**config.mk**
```make
export PLATFORM = sky130hd
export DESIGN_NAME = doodle_motion_ctrl
export DESIGN_NICKNAME = d
export VERILOG_FILES = /design/src/rtl/doodle_motion_ctrl.sv
export SDC_FILE = /design/constraint.sdc
export NUM_CORES = 1
export LEC_CHECK = 0
export BUFFER_PORTS_ARGS = -buffer_cell sky130_fd_sc_hd__buf_4
export CORE_UTILIZATION = 57
export DETAILED_ROUTE_END_ITERATION = 16
export MAX_ROUTING_LAYER = met4
export PLACE_DENSITY = 0.92
export SYNTH_ARGS = -nofsm -noshare
export SYNTH_HDL_FRONTEND = slang
export SYNTH_SLANG_ARGS = --single-unit
```
**constraint.sdc**
```tcl
create_clock -name clk -period 6.4 [get_ports clk]
set_input_delay 1.28 -clock clk [delete_from_list [all_inputs] [get_ports clk]]
set_output_delay 1.28 -clock clk [all_outputs]
set_load 0.02 [all_outputs]
```
**src/rtl/doodle_motion_ctrl.sv**
```systemverilog
// Doodle motion controller: owns doodle position, signed vertical velocity and
// jump state. Velocity-based jumps with gravity, spring pads, horizontal
// wrap-around and death when the doodle drops below the camera.
module doodle_motion_ctrl #(
  parameter int X_W          = 10,
  parameter int Y_W          = 16,
  parameter int V_W          = 8,
  parameter int SCREEN_WIDTH = 640,
  parameter int START_Y      = 16,
  parameter int H_SPEED      = 2,
  parameter int GRAVITY      = 1,
  parameter int JUMP_VEL     = 12,
  parameter int BOOST_VEL    = 24,
  parameter int MAX_FALL     = 16
) (
  input  logic                  clk,
  input  logic                  reset,
  input  logic                  tick,
  input  logic                  start,
  input  logic                  left,
  input  logic                  right,
  input  logic                  land_valid,
  input  logic [Y_W-1:0]        land_y,
  input  logic                  boost,
  input  logic [Y_W-1:0]        cam_y,
  output logic [X_W-1:0]        doodle_x,
  output logic [Y_W-1:0]        doodle_y,
  output logic signed [V_W-1:0] vel_y,
  output logic                  falling,
  output logic                  dead,
  output logic                  jump_pulse,
  output logic [Y_W-1:0]        max_y
);

  typedef enum logic [1:0] {
    IDLE    = 2'd0,
    RISING  = 2'd1,
    FALLING = 2'd2,
    DEAD    = 2'd3
  } state_t;

  // Two guard bits on the vertical sum: one for sign, one so a large upward
  // step can never alias into a negative value.
  localparam int YS_W = Y_W + 2;

  localparam logic [X_W-1:0]        X_INIT   = X_W'(SCREEN_WIDTH / 2);
  localparam logic [Y_W-1:0]        Y_INIT   = Y_W'(START_Y);
  localparam logic signed [V_W-1:0] V_JUMP   = V_W'(JUMP_VEL);
  localparam logic signed [V_W-1:0] V_BOOST  = V_W'(BOOST_VEL);
  localparam logic signed [V_W-1:0] V_MIN    = V_W'(-MAX_FALL);
  localparam logic signed [V_W:0]   V_MIN_W  = (V_W+1)'(-MAX_FALL);
  localparam logic signed [V_W:0]   V_GRAV_W = (V_W+1)'(GRAVITY);

  state_t                  state_reg, state_next;
  logic [X_W-1:0]          x_reg, x_next, x_move;
  logic [Y_W-1:0]          y_reg, y_next;
  logic [Y_W-1:0]          max_reg, max_next;
  logic signed [V_W-1:0]   vel_reg, vel_next, vel_grav;
  logic                    pulse_reg, pulse_next;

  logic signed [YS_W-1:0]  y_sum;
  logic signed [V_W:0]     vel_dec;
  logic [X_W:0]            x_right;
  logic                    y_below_zero;
  logic                    y_below_cam;
  logic                    vel_nonpos;

  // Candidate vertical position and gravity-applied, fall-clamped velocity.
  assign y_sum        = $signed({2'b00, y_reg}) + $signed({{(YS_W-V_W){vel_reg[V_W-1]}}, vel_reg});
  assign vel_dec      = $signed({vel_reg[V_W-1], vel_reg}) - V_GRAV_W;
  assign vel_grav     = (vel_dec < V_MIN_W) ? V_MIN : vel_dec[V_W-1:0];
  assign vel_nonpos   = vel_grav[V_W-1] || (vel_grav == '0);
  assign y_below_zero = y_sum[YS_W-1];
  assign y_below_cam  = (y_sum[Y_W:0] < {1'b0, cam_y});
  assign x_right      = {1'b0, x_reg} + (X_W+1)'(H_SPEED);

  // Horizontal step with wrap-around in both directions; opposing keys cancel.
  always_comb begin
    x_move = x_reg;
    if (right && !left) begin
      if (x_right >= (X_W+1)'(SCREEN_WIDTH))
        x_move = X_W'(x_right - (X_W+1)'(SCREEN_WIDTH));
      else
        x_move = x_right[X_W-1:0];
    end else if (left && !right) begin
      if (x_reg < X_W'(H_SPEED))
        x_move = x_reg + X_W'(SCREEN_WIDTH - H_SPEED);
      else
        x_move = x_reg - X_W'(H_SPEED);
    end
  end

  // Next-state and next-value logic; everything holds unless tick is high.
  always_comb begin
    state_next = state_reg;
    x_next     = x_reg;
    y_next     = y_reg;
    vel_next   = vel_reg;
    max_next   = max_reg;
    pulse_next = 1'b0;
    if (tick) begin
      case (state_reg)
        IDLE: begin
          if (start) begin
            state_next = RISING;
            vel_next   = V_JUMP;
            pulse_next = 1'b1;
          end
        end
        RISING: begin
          x_next   = x_move;
          y_next   = y_sum[Y_W-1:0];
          vel_next = vel_grav;
          if (vel_nonpos)
            state_next = FALLING;
        end
        FALLING: begin
          x_next = x_move;
          if (land_valid) begin
            // A landing rescues the doodle even on a tick that would kill it.
            y_next     = land_y;
            vel_next   = boost ? V_BOOST : V_JUMP;
            pulse_next = 1'b1;
            state_next = RISING;
          end else if (y_below_zero) begin
            y_next     = '0;
            vel_next   = vel_grav;
            state_next = DEAD;
          end else begin
            y_next   = y_sum[Y_W-1:0];
            vel_next = vel_grav;
            if (y_below_cam)
              state_next = DEAD;
          end
        end
        DEAD: begin
          if (start) begin
            state_next = IDLE;
            x_next     = X_INIT;
            y_next     = Y_INIT;
            vel_next   = '0;
            max_next   = Y_INIT;
          end
        end
        default: state_next = IDLE;
      endcase
    end
    if (y_next > max_next)
      max_next = y_next;
  end

  // State and datapath registers with synchronous reset.
  always_ff @(posedge clk) begin
    if (reset) begin
      state_reg <= IDLE;
      x_reg     <= X_INIT;
      y_reg     <= Y_INIT;
      vel_reg   <= '0;
      max_reg   <= Y_INIT;
      pulse_reg <= 1'b0;
    end else begin
      state_reg <= state_next;
      x_reg     <= x_next;
      y_reg     <= y_next;
      vel_reg   <= vel_next;
      max_reg   <= max_next;
      pulse_reg <= pulse_next;
    end
  end

  assign doodle_x   = x_reg;
  assign doodle_y   = y_reg;
  assign vel_y      = vel_reg;
  assign max_y      = max_reg;
  assign jump_pulse = pulse_reg;
  assign falling    = (state_reg == FALLING);
  assign dead       = (state_reg == DEAD);

endmodule

```
After elaboration in Yosys (flattened, before gate mapping)
Index checks and enable logic that the tools add are counted.
- $add $sub $neg: 6
- $lt $le $gt $ge: 5
- equality and inequality tests: 8
- muxes and demuxes: 31
- bitwise operators: 1
- reductions and logical operators: 13
- operators by type and width (cell ; number):
    $mux W16 ; 8
    $mux W10 ; 5
    $pmux W16 S3 ; 1
    $mux W8 ; 4
    $pmux W8 S4 ; 1
    $pmux W10 S2 ; 1
    $add A17 B8 Y18 ; 1
    $lt A17 B16 Y1 ; 1
    $gt A16 B16 Y1 ; 1
    $mux W2 ; 6
    $add A10 B2 Y11 const B ; 1
    $ge A11 B10 Y1 const B ; 1
    $add A10 B10 Y10 const B ; 1
    $lt A10 B2 Y1 const B ; 1
    $sub A10 B10 Y10 const B ; 1
    $sub A10 B2 Y10 const B ; 1
    $lt A9 B5 Y1 const B ; 1
    $sub A8 B2 Y9 const B ; 1
    $logic_not A8 Y1 ; 1
    $pmux W2 S4 ; 1
    $ne A2 B2 Y1 const B ; 3
    $mux W5 ; 1
    $reduce_and A5 Y1 ; 1
    $eq A2 B2 Y1 const B ; 2
    other kinds (14) ; 18
- register bits: 53
- input port bits: 40
- output and inout port bits: 53
- word-level logic and storage cells: 70

Logic depth before layout (Yosys ltp)
Gate-level depths: netlist of run 1.
- depth after elaboration: 7
- mapped depth: 20
- depth with buffers taken out: 20

Worst setup path after synthesis of run 1
Ideal clock, no wire load.
- kind: reg2reg
- start: register vel_reg[0] (netlist: vel_y[0])
- end: register max_reg[10] (netlist: max_y[10])
- library setup time: 0.091 ns
- arrival: 4.153 ns
- data required time: 6.309 ns
- setup slack: 2.156 ns
- stages on the path, launching flop included: 21
- path buffers: 1
- period minus slack after synthesis: 4.244 ns
- cell sequence: dfxtp_1 -> ha_1 -> inv_1 -> fa_1 -> nand2b_1 -> a21oi_1 -> o211ai_1 -> a31oi_1 -> or4b_1 -> nand3_1 -> a222oi_1 -> inv_1 -> ha_1 -> nand3_1 -> nor2_1 -> nand3_1 -> o21ai_0 -> a31oi_1 -> clkbuf_1 -> a21oi_1 -> a311oi_1
- word-level cells in the longest chain between the ends: 7
- ends and longest elaborated chain (item ; RTL line ; source):
    from (decl) ; 58 ; logic signed [V_W-1:0] vel_reg, vel_next, vel_grav;
    from (signal assigned) ; 165 ; vel_reg <= vel_next;
    $add A17 B8 Y18 (*) ; 69 ; assign y_sum = $signed({2'b00, y_reg}) + $signed({{(YS_W-V_W){vel_reg[V_W-1]}}, vel_reg});
    $mux W16 ; 125 ; end else if (y_below_zero) begin
    $mux W16 ; 119 ; if (land_valid) begin
    $pmux W16 S3 (*) ; 102 ; case (state_reg)
    $mux W16 (*) ; 101 ; if (tick) begin
    named net y_next[14] ; 56 ; logic [Y_W-1:0] y_reg, y_next;
    $gt A16 B16 Y1 (*) ; 148 ; if (y_next > max_next)
    $mux W16 (*) ; 148 ;
    to (signal assigned) ; 166 ; max_reg <= max_next;
    to (decl) ; 57 ; logic [Y_W-1:0] max_reg, max_next;
The timed path passes the listed nets; every way through them passes the cells marked *.
A chain may end at the register's enable or synchronous reset.

Worst setup path after layout of run 1
- start: register vel_reg[7] (netlist: vel_y[7])
- end: register max_reg[0] (netlist: max_y[0])
The elaborated chain is that of the path after synthesis.

==> key figures, run 1 <==
STA
  – Fin crit period: 5.46 ns
  – Share of the clock period used by the worst path: 0.854
  – Setup clock skew after layout: 0.0180 ns
  – Final hold viol count: 0
  – Final-report max-slew violation count: 0
  – Worst max-slew margin expressed relative to the limit: 0.168
  – Total negative slack: 0 ns
  – Worst setup margin: roughly 0.94 ns
  – Worst slew pin tran: 1.24 ns
  – Unrepaired setup endpoints after global routing: no
  – Final Hold Slack: about 0.54 ns
  – Highest attainable clock frequency: about 180 MHz
  – Final Setup Violations: 0

Clock tree
  – CTS tree: built
  – Later-pin clock latency in the skew report: about 0.32 ns
  – CTS HTree Levels: 2
  – Sinks on Clock Net: 52
  – Clock buffers created by TritonCTS: 5
  – Post-CTS setup buffers: 0
  – Clock transition at the registers of the reported paths: about 0.10 ns
  – Clk Tree Root Cell: sky130_fd_sc_hd__clkbuf_8
  – Buffer depth of the longest clock path: 2
  – CTS Hold Bufs: 0
  – Post-cts gate resize count: 0

Placement
  – Setup Slack @ Placement: 1.14 ns
  – Global placer's final weighted congestion: ~0.94
  – Number of port buffers: 91
  – Total placed cells including tap cells: 779
  – Area post-placement: 5260 um^2
  – DPL Wire Length: 9950 um

Yosys
  – Count of mapped cells out of synthesis: 613
  – Netlist cell types: 58
  – Avg Cell Area, Syn: 7.41 um^2
  – Ys async rst share: 0
  – Post-Synthesis Cell Area: 4540 um^2
  – Count of synthesis-stage warnings from yosys: 0
  – Sequential cell area fraction in the yosys report: 0.229
  – Synthesis-stage register bit count: 52
  – Most used DFF post-synth: sky130_fd_sc_hd__dfxtp_1
  – Number of flops mapped to enable cells by yosys: 0
  – Number of nets produced by synthesis: 710

Power
  – Final Total Pwr: 1.40 mW
  – Leakage component of the power: ~2.5 nW
  – PwrDens: 259 nW/um^2
  – Max rail drop VDD: between 0.15 and 0.2 mV

Min path
  – Hold Startpoint: state_reg[0]
  – Class of the tightest hold or removal check: reg -> reg

Worst setup path
  – Crit path capture type: flip-flop
  – Data arrival time of the critical path: ~5.7 ns
  – Origin of the worst setup path: vel_y[7]
  – Worst reg2reg startpoint: vel_y[7]
  – Setup Crit Path Kind: reg -> reg
  – Critical-path maximum fanout: 23
  – Required time at the endpoint of the critical path: between 6 and 7 ns
  – Kind of start point of the critical path: flip-flop

Finish
  – Non-filler cells, final: slightly below 800
  – Final core utilization: 0.701
  – Final Net Count: just under 800
  – Share of post-route cells with drive strength above 1: 0.158
  – Number of antenna cells inserted: 0
  – Area overhead of the layout relative to synthesis: 19.2%
  – Finished layout cell area: about 5400 um^2

Global routing
  – Pin count of the biggest net entering global routing: between 40 and 50
  – Global-route total usage across every layer: 0.320
  – Final global-route overflow total: 0
  – Wire length of the first global-routing pass: between 20000 and 25000 um
  – Via count of the first global-routing pass: 4665
  – Number of antenna violations at the first check in global routing: 0

Floorplan
  – Die boundary width: roughly 91 um
  – Total Die Area: 8330 um^2
  – Ports: 93
  – Starting utilization of the core area: 0.588
  – Row cnt: 32
  – Die height: 91.3 um
  – Core area: roughly 7700 um^2

Detailed routing
  – Routed Antenna Nets: 0
  – Vias: 4920
  – Via density per instance: ~6.3
  – Detailed Routing Iterations Pass 1: 7
  – WL per Instance: about 16 um
  – Violation count after the first detailed-route iteration: 310
  – Total wire length: between 10000 and 15000 um
  – Number of remaining DRC errors: 0

Job
  – Number of max-capacitance violations reported: 0

Status
  – Run status: completed
[Yosys cell counts (5+ instances only)]
library cell                n  area [um^2]
sky130_fd_sc_hd__o21a_1     8         60.1
sky130_fd_sc_hd__nand2_1   73          274
sky130_fd_sc_hd__nand2b_1  15         93.8
sky130_fd_sc_hd__a22oi_1   14          105
sky130_fd_sc_hd__or3_1      5         31.3
sky130_fd_sc_hd__nor3_1    11         55.1
sky130_fd_sc_hd__a21oi_1   60          300
sky130_fd_sc_hd__and2_1     5         31.3
sky130_fd_sc_hd__ha_1      56          701
sky130_fd_sc_hd__nor2_1    58          218
sky130_fd_sc_hd__clkbuf_1  26         97.6
sky130_fd_sc_hd__xor2_1     6         52.6
sky130_fd_sc_hd__nand3_1   17         85.1
sky130_fd_sc_hd__a211oi_1  11         82.6
sky130_fd_sc_hd__inv_1     36          135
sky130_fd_sc_hd__dfxtp_1   52         1040
sky130_fd_sc_hd__xnor2_1   13          114
sky130_fd_sc_hd__a311oi_1  12          105
sky130_fd_sc_hd__nand4_1    9         56.3
sky130_fd_sc_hd__a31oi_1    7         43.8
sky130_fd_sc_hd__mux2i_1    7         70.1
sky130_fd_sc_hd__o21ai_0   35          175
sky130_fd_sc_hd__o211ai_1   9         67.6
sky130_fd_sc_hd__nor2b_1   12         75.1
[final timing paths]
check | slack [ns] | cells after the start | endpoint
worst max-delay path | 0.94 | 19 | max_y[0]
worst min-delay path | 0.54 | 2 | state_reg[0]
worst max register to register | 0.94 | 19 | max_y[0]
worst min register to register | 0.54 | 2 | state_reg[0]
[routing by layer]
layer  wire length, um  share of wire  track usage
met5                 0              0            -
met4               410          0.032        0.111
met2              6320           0.49        0.561
met1              5150           0.40        0.383
met3              1000          0.078       0.0293
[critical path: stages (launching register included)]
cell and delay [ns]:
sky130_fd_sc_hd__dfxtp_1 0.92, sky130_fd_sc_hd__ha_1 0.44, sky130_fd_sc_hd__a21oi_1 0.23, sky130_fd_sc_hd__o21ai_0 0.21, sky130_fd_sc_hd__a211oi_1 0.32, sky130_fd_sc_hd__o22ai_2 0.19, sky130_fd_sc_hd__nand3_1 0.12, sky130_fd_sc_hd__o211ai_2 0.23
sky130_fd_sc_hd__a222oi_1 0.66, sky130_fd_sc_hd__inv_1 0.10, sky130_fd_sc_hd__ha_1 0.33, sky130_fd_sc_hd__nand3_1 0.07, sky130_fd_sc_hd__nor2_1 0.04, sky130_fd_sc_hd__nand3_1 0.07, sky130_fd_sc_hd__o21ai_0 0.12, sky130_fd_sc_hd__a31oi_2 0.53
sky130_fd_sc_hd__buf_4 0.36, sky130_fd_sc_hd__mux2i_1 0.22, sky130_fd_sc_hd__a31oi_1 0.07, sky130_fd_sc_hd__a21oi_1 0.15
[cell usage in the layout (no fill, tap or decap), types with 3 or more instances in the layout]
cell type	n
sky130_fd_sc_hd__a311oi_1	12
sky130_fd_sc_hd__o21ai_1	3
sky130_fd_sc_hd__a22oi_1	14
sky130_fd_sc_hd__nand2_1	73
sky130_fd_sc_hd__a21o_1	4
sky130_fd_sc_hd__nor4_1	4
sky130_fd_sc_hd__and2_1	5
sky130_fd_sc_hd__o21ai_0	35
sky130_fd_sc_hd__a21oi_1	60
sky130_fd_sc_hd__clkbuf_8	5
sky130_fd_sc_hd__o21a_1	8
sky130_fd_sc_hd__or3_1	5
sky130_fd_sc_hd__xor2_1	6
sky130_fd_sc_hd__buf_4	92
sky130_fd_sc_hd__xnor2_1	13
sky130_fd_sc_hd__inv_1	36
sky130_fd_sc_hd__a31oi_1	6
sky130_fd_sc_hd__dfxtp_1	52
sky130_fd_sc_hd__a21boi_0	3
sky130_fd_sc_hd__nor2b_1	12
sky130_fd_sc_hd__nand2b_1	15
sky130_fd_sc_hd__nor3_1	11
sky130_fd_sc_hd__ha_1	56
sky130_fd_sc_hd__nand4_1	9
sky130_fd_sc_hd__nor2_1	58
sky130_fd_sc_hd__mux2i_1	7
sky130_fd_sc_hd__bufinv_16	3
sky130_fd_sc_hd__o211ai_1	9
sky130_fd_sc_hd__and3_1	3
sky130_fd_sc_hd__a211oi_1	11
sky130_fd_sc_hd__nand3_1	17
[kinds of logic after synthesis]
group / synth area share
compound gates: 0.272
xor+xnor: 0.0366
fa+ha+maj: 0.159
buf+inv: 0.0545
flops: 0.229
mux: 0.0154
other cells: 0.000825
simple gates: 0.233
[report_power, final]
part	internal [mW]	switching, mW
clock network	0.196	0.116
logic	0.272	0.388
registers	0.377	0.0551
total	0.845	0.559
[layout make-up]
class | instances | area, um^2
inverter | 36 | 135
fill | 623 | 2310
tap | 102 | 128
clock buffer | 5 | 68.8
multi-input combinational | 497 | 3260
sequential | 52 | 1040
clock inverter | 3 | 90.1
timing repair buffer | 92 | 691
No activity file was read; power rests on OpenSTA's default activity.
==> inputs of run 2 (changes only) <==
--- a/config.mk
+++ b/config.mk
@@ -5,6 +5,7 @@
 export SDC_FILE = /design/constraint.sdc
 export NUM_CORES = 1
 export LEC_CHECK = 0
+export ABC_AREA = 1
 export BUFFER_PORTS_ARGS = -buffer_cell sky130_fd_sc_hd__buf_4
 export CORE_UTILIZATION = 57
 export DETAILED_ROUTE_END_ITERATION = 16
==> run 2 against run 1 <==
Against the previous run:
- via count is 5.9% higher
- flip-flop and latch count stayed put
- first-iteration DRC count is 24% higher
- critical endpoint unchanged
- critical path type unchanged
- largest cell class unchanged
==> key figures, run 2 <==
Worst setup path
  – Setup Crit Path Kind: reg -> reg
  – Worst reg2reg startpoint: vel_y[7]
  – Ordered cell list for the critical path: ha_1, inv_2, o21bai_1, a21oi_1, a21boi_1, nand3_2, nand3_2, nand2_2, nand2_1, nand2_1, nand2_2, inv_1, ha_1, nand4_1, nor3_1, o21ai_0, nand2_1, nand2_1, inv_1, o21ai_0, a21oi_2
  – Worst reg2reg endpoint: max_y[0]
  – Buf+Inv Stages, Crit Path: 3 (+1)
  – Delay-heaviest family, CP: simple AND/OR/NAND/NOR gates
  – Kind of start point of the critical path: flip-flop
  – Required time at the endpoint of the critical path: 6.64 ns (about the same)
  – Maximum single-stage delay on the critical path: 0.76 ns (-0.16 ns)
  – Cell repeated most along the worst path: sky130_fd_sc_hd__nand2_1
  – Critical-path maximum fanout: 17 (-26%)
  – Worst setup slack for register-to-register paths: 1.49 ns (+0.56 ns)
  – Crit. path cell count: 21 (+2)
  – Crit path capture type: flip-flop
  – Data arrival time of the critical path: 5.14 ns (-0.56 ns)
  – Worst-case reg-to-reg path depth: 21 (+2)
  – Crit path max-delay cell type: sky130_fd_sc_hd__dfxtp_1

Floorplan
  – Row cnt: 33 (+3.1%)
  – Ports: 93 (unchanged)
  – Core area: 8220 um^2 (+6.3%)
  – Total Die Area: 8890 um^2 (+6.7%)
  – Die boundary width: 94.3 um (+3.3%)
  – Starting utilization of the core area: 0.591 (+0.00305)
  – Die height: 94.3 um (+3.3%)

STA
  – Final-report max-slew violation count: 0 (unchanged)
  – Setup clock skew after layout: 0.0146 ns (-0.00336 ns)
  – Final Hold Slack: 0.535 ns (-0.00989 ns)
  – Share of the clock period used by the worst path: 0.767 (-0.0867)
  – Final Setup Violations: 0 (unchanged)
  – Worst max-slew margin expressed relative to the limit: 0.243 (+0.0750)
  – Worst slew pin tran: 1.13 ns (-0.108 ns)
  – Total negative slack: 0 ns (unchanged)
  – Fin crit period: 4.91 ns (-0.555 ns)
  – Final hold viol count: 0 (unchanged)
  – Highest attainable clock frequency: 204 MHz (+11%)
  – Unrepaired setup endpoints after global routing: no

Yosys
  – Synthesis-stage register bit count: 52 (unchanged)
  – Most used standard cell by instance count after synthesis: sky130_fd_sc_hd__nand2_1
  – Post-Synthesis Cell Area: 4860 um^2 (+6.9%)
  – Area contributors post-synth: sky130_fd_sc_hd__dfxtp_1, sky130_fd_sc_hd__nand2_1, sky130_fd_sc_hd__ha_1
  – Count of mapped cells out of synthesis: 743 (+21%)
  – Avg Cell Area, Syn: 6.54 um^2 (-12%)
  – Ranking of synthesized cells by instance count: sky130_fd_sc_hd__nand2_1, sky130_fd_sc_hd__inv_1, sky130_fd_sc_hd__ha_1
  – Netlist cell types: 44 (-24%)
  – Fraction of synthesized cell area taken by the top area cell type: 0.214 (-0.0148)
  – Ys async rst share: 0 (unchanged)
  – Sequential cell area fraction in the yosys report: 0.214 (-0.0148)
  – Most used DFF post-synth: sky130_fd_sc_hd__dfxtp_1
  – Dominant cell type by area after synthesis: sky130_fd_sc_hd__dfxtp_1
  – Count of synthesis-stage warnings from yosys: 0 (unchanged)
  – Number of nets produced by synthesis: 840 (+18%)
  – Number of flops mapped to enable cells by yosys: 0 (unchanged)

Finish
  – Most common library cell in the layout ignoring fill and taps: sky130_fd_sc_hd__nand2_1
  – Highest-count cells in the layout ignoring fill and taps: sky130_fd_sc_hd__nand2_1, sky130_fd_sc_hd__inv_1, sky130_fd_sc_hd__buf_4
  – Finished layout cell area: 5680 um^2 (+5.0%)
  – Area overhead of the layout relative to synthesis: 17.0%
  – Share of post-route cells with drive strength above 1: 0.194 (+0.0363)
  – Number of antenna cells inserted: 0 (unchanged)
  – Final Net Count: 921 (+18%)

Global routing
  – Final global-route overflow total: 0 (unchanged)
  – Via count of the first global-routing pass: 4788 (+2.6%)
  – Pin count of the biggest net entering global routing: 34 (-29%)
  – Number of antenna violations at the first check in global routing: 0 (unchanged)
  – Global-route total usage across every layer: 0.317 (-0.00253)
  – Wire length of the first global-routing pass: 21800 um (+1.8%)

Clock tree
  – Post-CTS setup buffers: 0 (unchanged)
  – Clk Tree Root Cell: sky130_fd_sc_hd__clkbuf_8
  – Buffer depth of the longest clock path: 2 (unchanged)
  – Later-pin clock latency in the skew report: 0.31 ns (about the same)
  – Post-cts gate resize count: 0 (unchanged)
  – CTS Hold Bufs: 0 (unchanged)
  – Clock buffers created by TritonCTS: 5 (unchanged)
  – Sinks on Clock Net: 52 (unchanged)
  – CTS tree: built
  – Clock transition at the registers of the reported paths: 0.10 ns (about the same)
  – CTS HTree Levels: 2 (unchanged)

Power
  – Final Total Pwr: 1.42 mW (+1.2%)
  – Leakage component of the power: 3.06 nW (+24%)
  – Max rail drop VDD: 0.331 mV (+77%)
  – PwrDens: 250 nW/um^2 (-3.6%)

Min path
  – Class of the tightest hold or removal check: reg -> reg
  – Instance count along the most critical hold path: 2 (unchanged)
  – Hold Startpoint: doodle_x[7]
  – Destination of the worst hold path: doodle_x[7]

Placement
  – Area post-placement: 5590 um^2 (+6.3%)
  – Number of port buffers: 91 (unchanged)
  – Global placer's final weighted congestion: 0.945 (+0.99%)
  – DPL Wire Length: 10900 um (+10%)

Detailed routing
  – Wire length the detailed router placed on met1: 6000 um (+16%)
  – Sum of met2 wire segment lengths after detailed routing: 6570 um (+4.0%)
  – Routed Antenna Nets: 0 (unchanged)
  – Vias: 5211 (+5.9%)
  – Top layer reached by signal wires: met4
  – WL per Instance: 14.6 um (-11%)
  – Total wire length: 13600 um (+5.5%)
  – Via density per instance: 5.60 (-10%)
  – Detailed Routing Iterations Pass 1: 5 (-2)
  – Number of remaining DRC errors: 0 (unchanged)
  – Violation count after the first detailed-route iteration: 384 (+24%)
  – Met3 WL post-DR: 857 um (-14%)

Status
  – Run status: completed

Job
  – Number of max-capacitance violations reported: 0 (unchanged)
## run 2: cell types whose count changed after synthesis, moves of 15 or more
cell,before,now
sky130_fd_sc_hd__a21oi_2,0,16
sky130_fd_sc_hd__nand2b_1,15,0
sky130_fd_sc_hd__nand3_1,17,33
sky130_fd_sc_hd__nand2_1,73,201
sky130_fd_sc_hd__inv_1,36,96
## run 2: layer usage
layer | up-vias | GRT usage
li1 | 2602 | -
met4 | 0 | 0.0744
met2 | 187 | 0.538
met5 | - | -
met1 | 2409 | 0.408
met3 | 13 | 0.0259
## run 2: logic make-up (layout without fill, tap and decap cells)
group / count (synthesis) / in the layout / share of synthesized area
simple gates: 352 / 352 / 0.322
compound gates: 138 / 138 / 0.176
buf+inv: 120 / 202 / 0.0969
fa+ha+maj: 57 / 57 / 0.148
flops: 52 / 52 / 0.214
xor+xnor: 23 / 23 / 0.0415
other cells: 1 / 1 / 0.000772
## run 2: report_power, final
group	internal, mW	switching [mW]	leakage, nW	total (mW)
Combinational	0.291	0.499	2.58	0.790
Sequential	0.378	0.0538	0.426	0.432
Clock	0.0887	0.110	0.0516	0.199
Total	0.757	0.663	3.06	1.42
## run 2: worst min-delay path: cells and delay by family, from the launching register on
kind / cells / cell delay [ns]
and+or+nand+nor: 1 / 0.08
AOI/OAI and AO/OA: 1 / 0.06
DFF: 1 / 0.36
## run 2: how the worst max path moves through the flow
stage | to | slack (ns) | from
finish | max_y[0] | 1.49 | vel_y[7]
global route | max_y[0] | 1.24 | vel_y[7]
CTS | max_y[0] | 1.55 | vel_y[7]
detailed placement | max_y[0] | 1.37 | start
global placement | max_y[0] | 1.60 | start
floorplan | max_y[8] | 2.65 | land_valid
## run 2: cell type report
cell class | instances | area, um^2
multi-input combinational | 571 | 3350
fill | 748 | 2530
sequential | 52 | 1040
timing repair buffer | 91 | 683
inverter | 103 | 387
tap | 105 | 131
clock buffer | 6 | 82.6
clock inverter | 2 | 13.8
## run 2: per-stage QoR
| step | instances | setup slack, ns | utilization |
|---|---|---|---|
| finish | 930 | 1.49 | 0.692 |
| global route | 930 | 1.24 | 0.692 |
| CTS | 930 | 1.55 | 0.692 |
| detailed placement | 922 | 1.37 | 0.680 |
| global placement | 922 | 1.60 | 0.680 |
| floorplan | 743 | 2.65 | - |
==> inputs of run 3 (changes only) <==
==> constraint.sdc (replaced) <==
create_clock -name clk -period 5.1 [get_ports clk]
set_input_delay 1.02 -clock clk [delete_from_list [all_inputs] [get_ports clk]]
set_output_delay 1.02 -clock clk [all_outputs]
set_load 0.02 [all_outputs]
==> run 3 against run 2 <==
Against the previous run:
- global-route usage increased by 0.62 points
- routed wire length increased by 0.80%
- flip-flop and latch count unchanged
- critical path type unchanged
- total power increased by 32%
- sequential share of layout area decreased by 0.17 points
- sequential power increased by 25%
- non-clock buffer count increased by 3
- largest power group unchanged
- critical path depth decreased by 1
- design area increased by 0.92%
==> key figures, run 3 (synthesis results as in run 2) <==
Clock tree
  – Post-CTS setup buffers: 0 (unchanged)
  – CTS HTree Levels: 2 (unchanged)
  – Clock buffers created by TritonCTS: 5 (unchanged)
  – CTS Hold Bufs: 0 (unchanged)
  – Clock transition at the registers of the reported paths: 0.10 ns (about the same)
  – Later-pin clock latency in the skew report: 0.31 ns (about the same)
  – Clk Tree Root Cell: sky130_fd_sc_hd__clkbuf_8
  – Buffer depth of the longest clock path: 2 (unchanged)
  – CTS tree: built
  – Sinks on Clock Net: 52 (unchanged)
  – Post-cts gate resize count: 0 (unchanged)

Placement
  – Number of port buffers: 91 (unchanged)
  – Area post-placement: 5610 um^2 (+0.40%)
  – DPL Wire Length: 11000 um (+0.12%)
  – Global placer's final weighted congestion: 0.970 (+2.7%)

Detailed routing
  – Violation count after the first detailed-route iteration: 397 (+3.4%)
  – Detailed Routing Iterations Pass 1: 5 (unchanged)
  – Total wire length: 13700 um (+0.80%)
  – WL per Instance: 14.7 um (+0.48%)
  – Vias: 5247 (+0.69%)
  – Via density per instance: 5.62 (+0.37%)
  – Number of remaining DRC errors: 0 (unchanged)
  – Routed Antenna Nets: 0 (unchanged)

Worst setup path
  – Origin of the worst setup path: vel_y[7]
  – Worst setup slack for register-to-register paths: 0.90 ns (-0.59 ns)
  – Kind of start point of the critical path: flip-flop
  – Maximum single-stage delay on the critical path: 0.74 ns (-0.02 ns)
  – Crit path max-delay cell type: sky130_fd_sc_hd__dfxtp_1
  – Cell repeated most along the worst path: sky130_fd_sc_hd__nand2_1
  – Crit path capture type: flip-flop
  – Worst reg2reg endpoint: max_y[10]
  – Data arrival time of the critical path: 4.40 ns (-0.74 ns)
  – Worst reg2reg startpoint: vel_y[7]
  – Crit path capture: max_y[10]
  – Setup Crit Path Kind: reg -> reg
  – Worst-case reg-to-reg path depth: 20 (-4.8%)
  – Required time at the endpoint of the critical path: 5.31 ns (-1.33 ns)
  – Ordered cell list for the critical path: ha_1, a21oi_1, o21ai_0, a21boi_1, nand3_2, nand3_2, nand2_2, nand2_1, nand2_1, nand2_2, inv_1, ha_1, nand4_1, nor3_1, o21ai_0, nand2_1, nand2_1, inv_1, buf_4, a21oi_2
  – Critical-path maximum fanout: 16 (-1)

STA
  – Total negative slack: 0 ns (unchanged)
  – Unrepaired setup endpoints after global routing: no
  – Share of the clock period used by the worst path: 0.823 (+0.0560)
  – Final Setup Violations: 0 (unchanged)
  – Final hold viol count: 0 (unchanged)
  – Highest attainable clock frequency: 238 MHz (+17%)
  – Setup clock skew after layout: 0.0106 ns (-0.00402 ns)
  – Worst slew pin tran: 0.655 ns (-0.476 ns)
  – Fin crit period: 4.20 ns (-0.712 ns)
  – Final-report max-slew violation count: 0 (unchanged)
  – Worst max-slew margin expressed relative to the limit: 0.563 (+0.320)

Power
  – Leakage component of the power: 3.09 nW (+0.91%)
  – Final Total Pwr: 1.87 mW (+32%)
  – Max rail drop VDD: 0.380 mV (+15%)
  – PwrDens: 326 nW/um^2 (+31%)

Global routing
  – Pin count of the biggest net entering global routing: 34 (unchanged)
  – Number of antenna violations at the first check in global routing: 0 (unchanged)
  – Via count of the first global-routing pass: 4898 (+2.3%)
  – Final global-route overflow total: 0 (unchanged)
  – Global-route total usage across every layer: 0.324 (+0.00621)
  – Wire length of the first global-routing pass: 22400 um (+2.8%)

Finish
  – Number of fillers in the final layout: 723 (-3.3%)
  – Multi-input combinational cell area: 3350 um^2 (unchanged)
  – Finished layout cell area: 5740 um^2 (+0.92%)
  – Area overhead of the layout relative to synthesis: 18.1%
  – Most common library cell in the layout ignoring fill and taps: sky130_fd_sc_hd__nand2_1
  – Final Net Count: 924 (+0.33%)
  – Highest-count cells in the layout ignoring fill and taps: sky130_fd_sc_hd__nand2_1, sky130_fd_sc_hd__inv_1, sky130_fd_sc_hd__buf_4
  – Number of antenna cells inserted: 0 (unchanged)
  – Share of post-route cells with drive strength above 1: 0.197 (+0.00292)
  – Total area of sequential cells: 1040 um^2 (unchanged)

Floorplan
  – Ports: 93 (unchanged)
  – Die height: 94.3 um (unchanged)
  – Die boundary width: 94.3 um (unchanged)
  – Starting utilization of the core area: 0.591 (unchanged)
  – Row cnt: 33 (unchanged)
  – Core area: 8220 um^2 (unchanged)
  – Total Die Area: 8890 um^2 (unchanged)

Min path
  – Hold Startpoint: doodle_x[7]
  – Class of the tightest hold or removal check: reg -> reg

Job
  – Number of max-capacitance violations reported: 0 (unchanged)

Status
  – Run status: completed
## run 3: how the worst min path moves through the flow
stage,end,slack [ns],cells past startpoint
2_1_floorplan,state_reg[1],0.49,2
3_3_place_gp,vel_y[0],0.51,2
3_5_place_dp,state_reg[1],0.53,2
4_1_cts,doodle_x[7],0.55,2
5_1_grt,vel_y[0],0.58,2
6_report,doodle_x[7],0.55,2
## run 3: metrics by stage
stage,hold slack (ns),std cells,utilization,worst slack [ns]
2_1_floorplan,0.492,743,-,1.44
3_3_place_gp,0.512,925,0.683,1.05
3_5_place_dp,0.533,925,0.683,0.937
4_1_cts,0.548,933,0.698,0.950
5_1_grt,0.576,933,0.698,0.525
6_report,0.545,933,0.698,0.903
## run 3: report_power, final
part / internal, mW / leakage, nW / switching [mW] / total (mW)
clock network: 0.173 / 0.0645 / 0.142 / 0.316
registers: 0.474 / 0.426 / 0.0669 / 0.541
logic: 0.381 / 2.59 / 0.633 / 1.01
total: 1.03 / 3.09 / 0.842 / 1.87
## run 3: worst max-delay path, delay by kind of cell (launching register included)
family | cells | cell delay (ns)
flops | 1 | 0.74
simple gates | 10 | 1.17
buf+inv | 3 | 0.68
fa+ha+maj | 2 | 0.70
compound gates | 5 | 0.80
## run 3: routing by layer
metal / GRT usage / routed length (um) / share of wire / up-vias
met3: 0.0380 / 912 / 0.067 / 15
met1: 0.402 / 5980 / 0.44 / 2412
met2: 0.559 / 6650 / 0.48 / 210
met5: - / 0 / 0 / -
li1: - / - / - / 2610
met4: 0.0731 / 160 / 0.012 / 0
## run 3: layout make-up
cell class              instances  share of cell area
clock inverters                 1             0.00523
multi-input cells             571               0.583
clock buffers                   7              0.0168
well taps                     105              0.0229
repair buffers                 94               0.123
inverters                     103              0.0674
flip-flops and latches         52               0.181
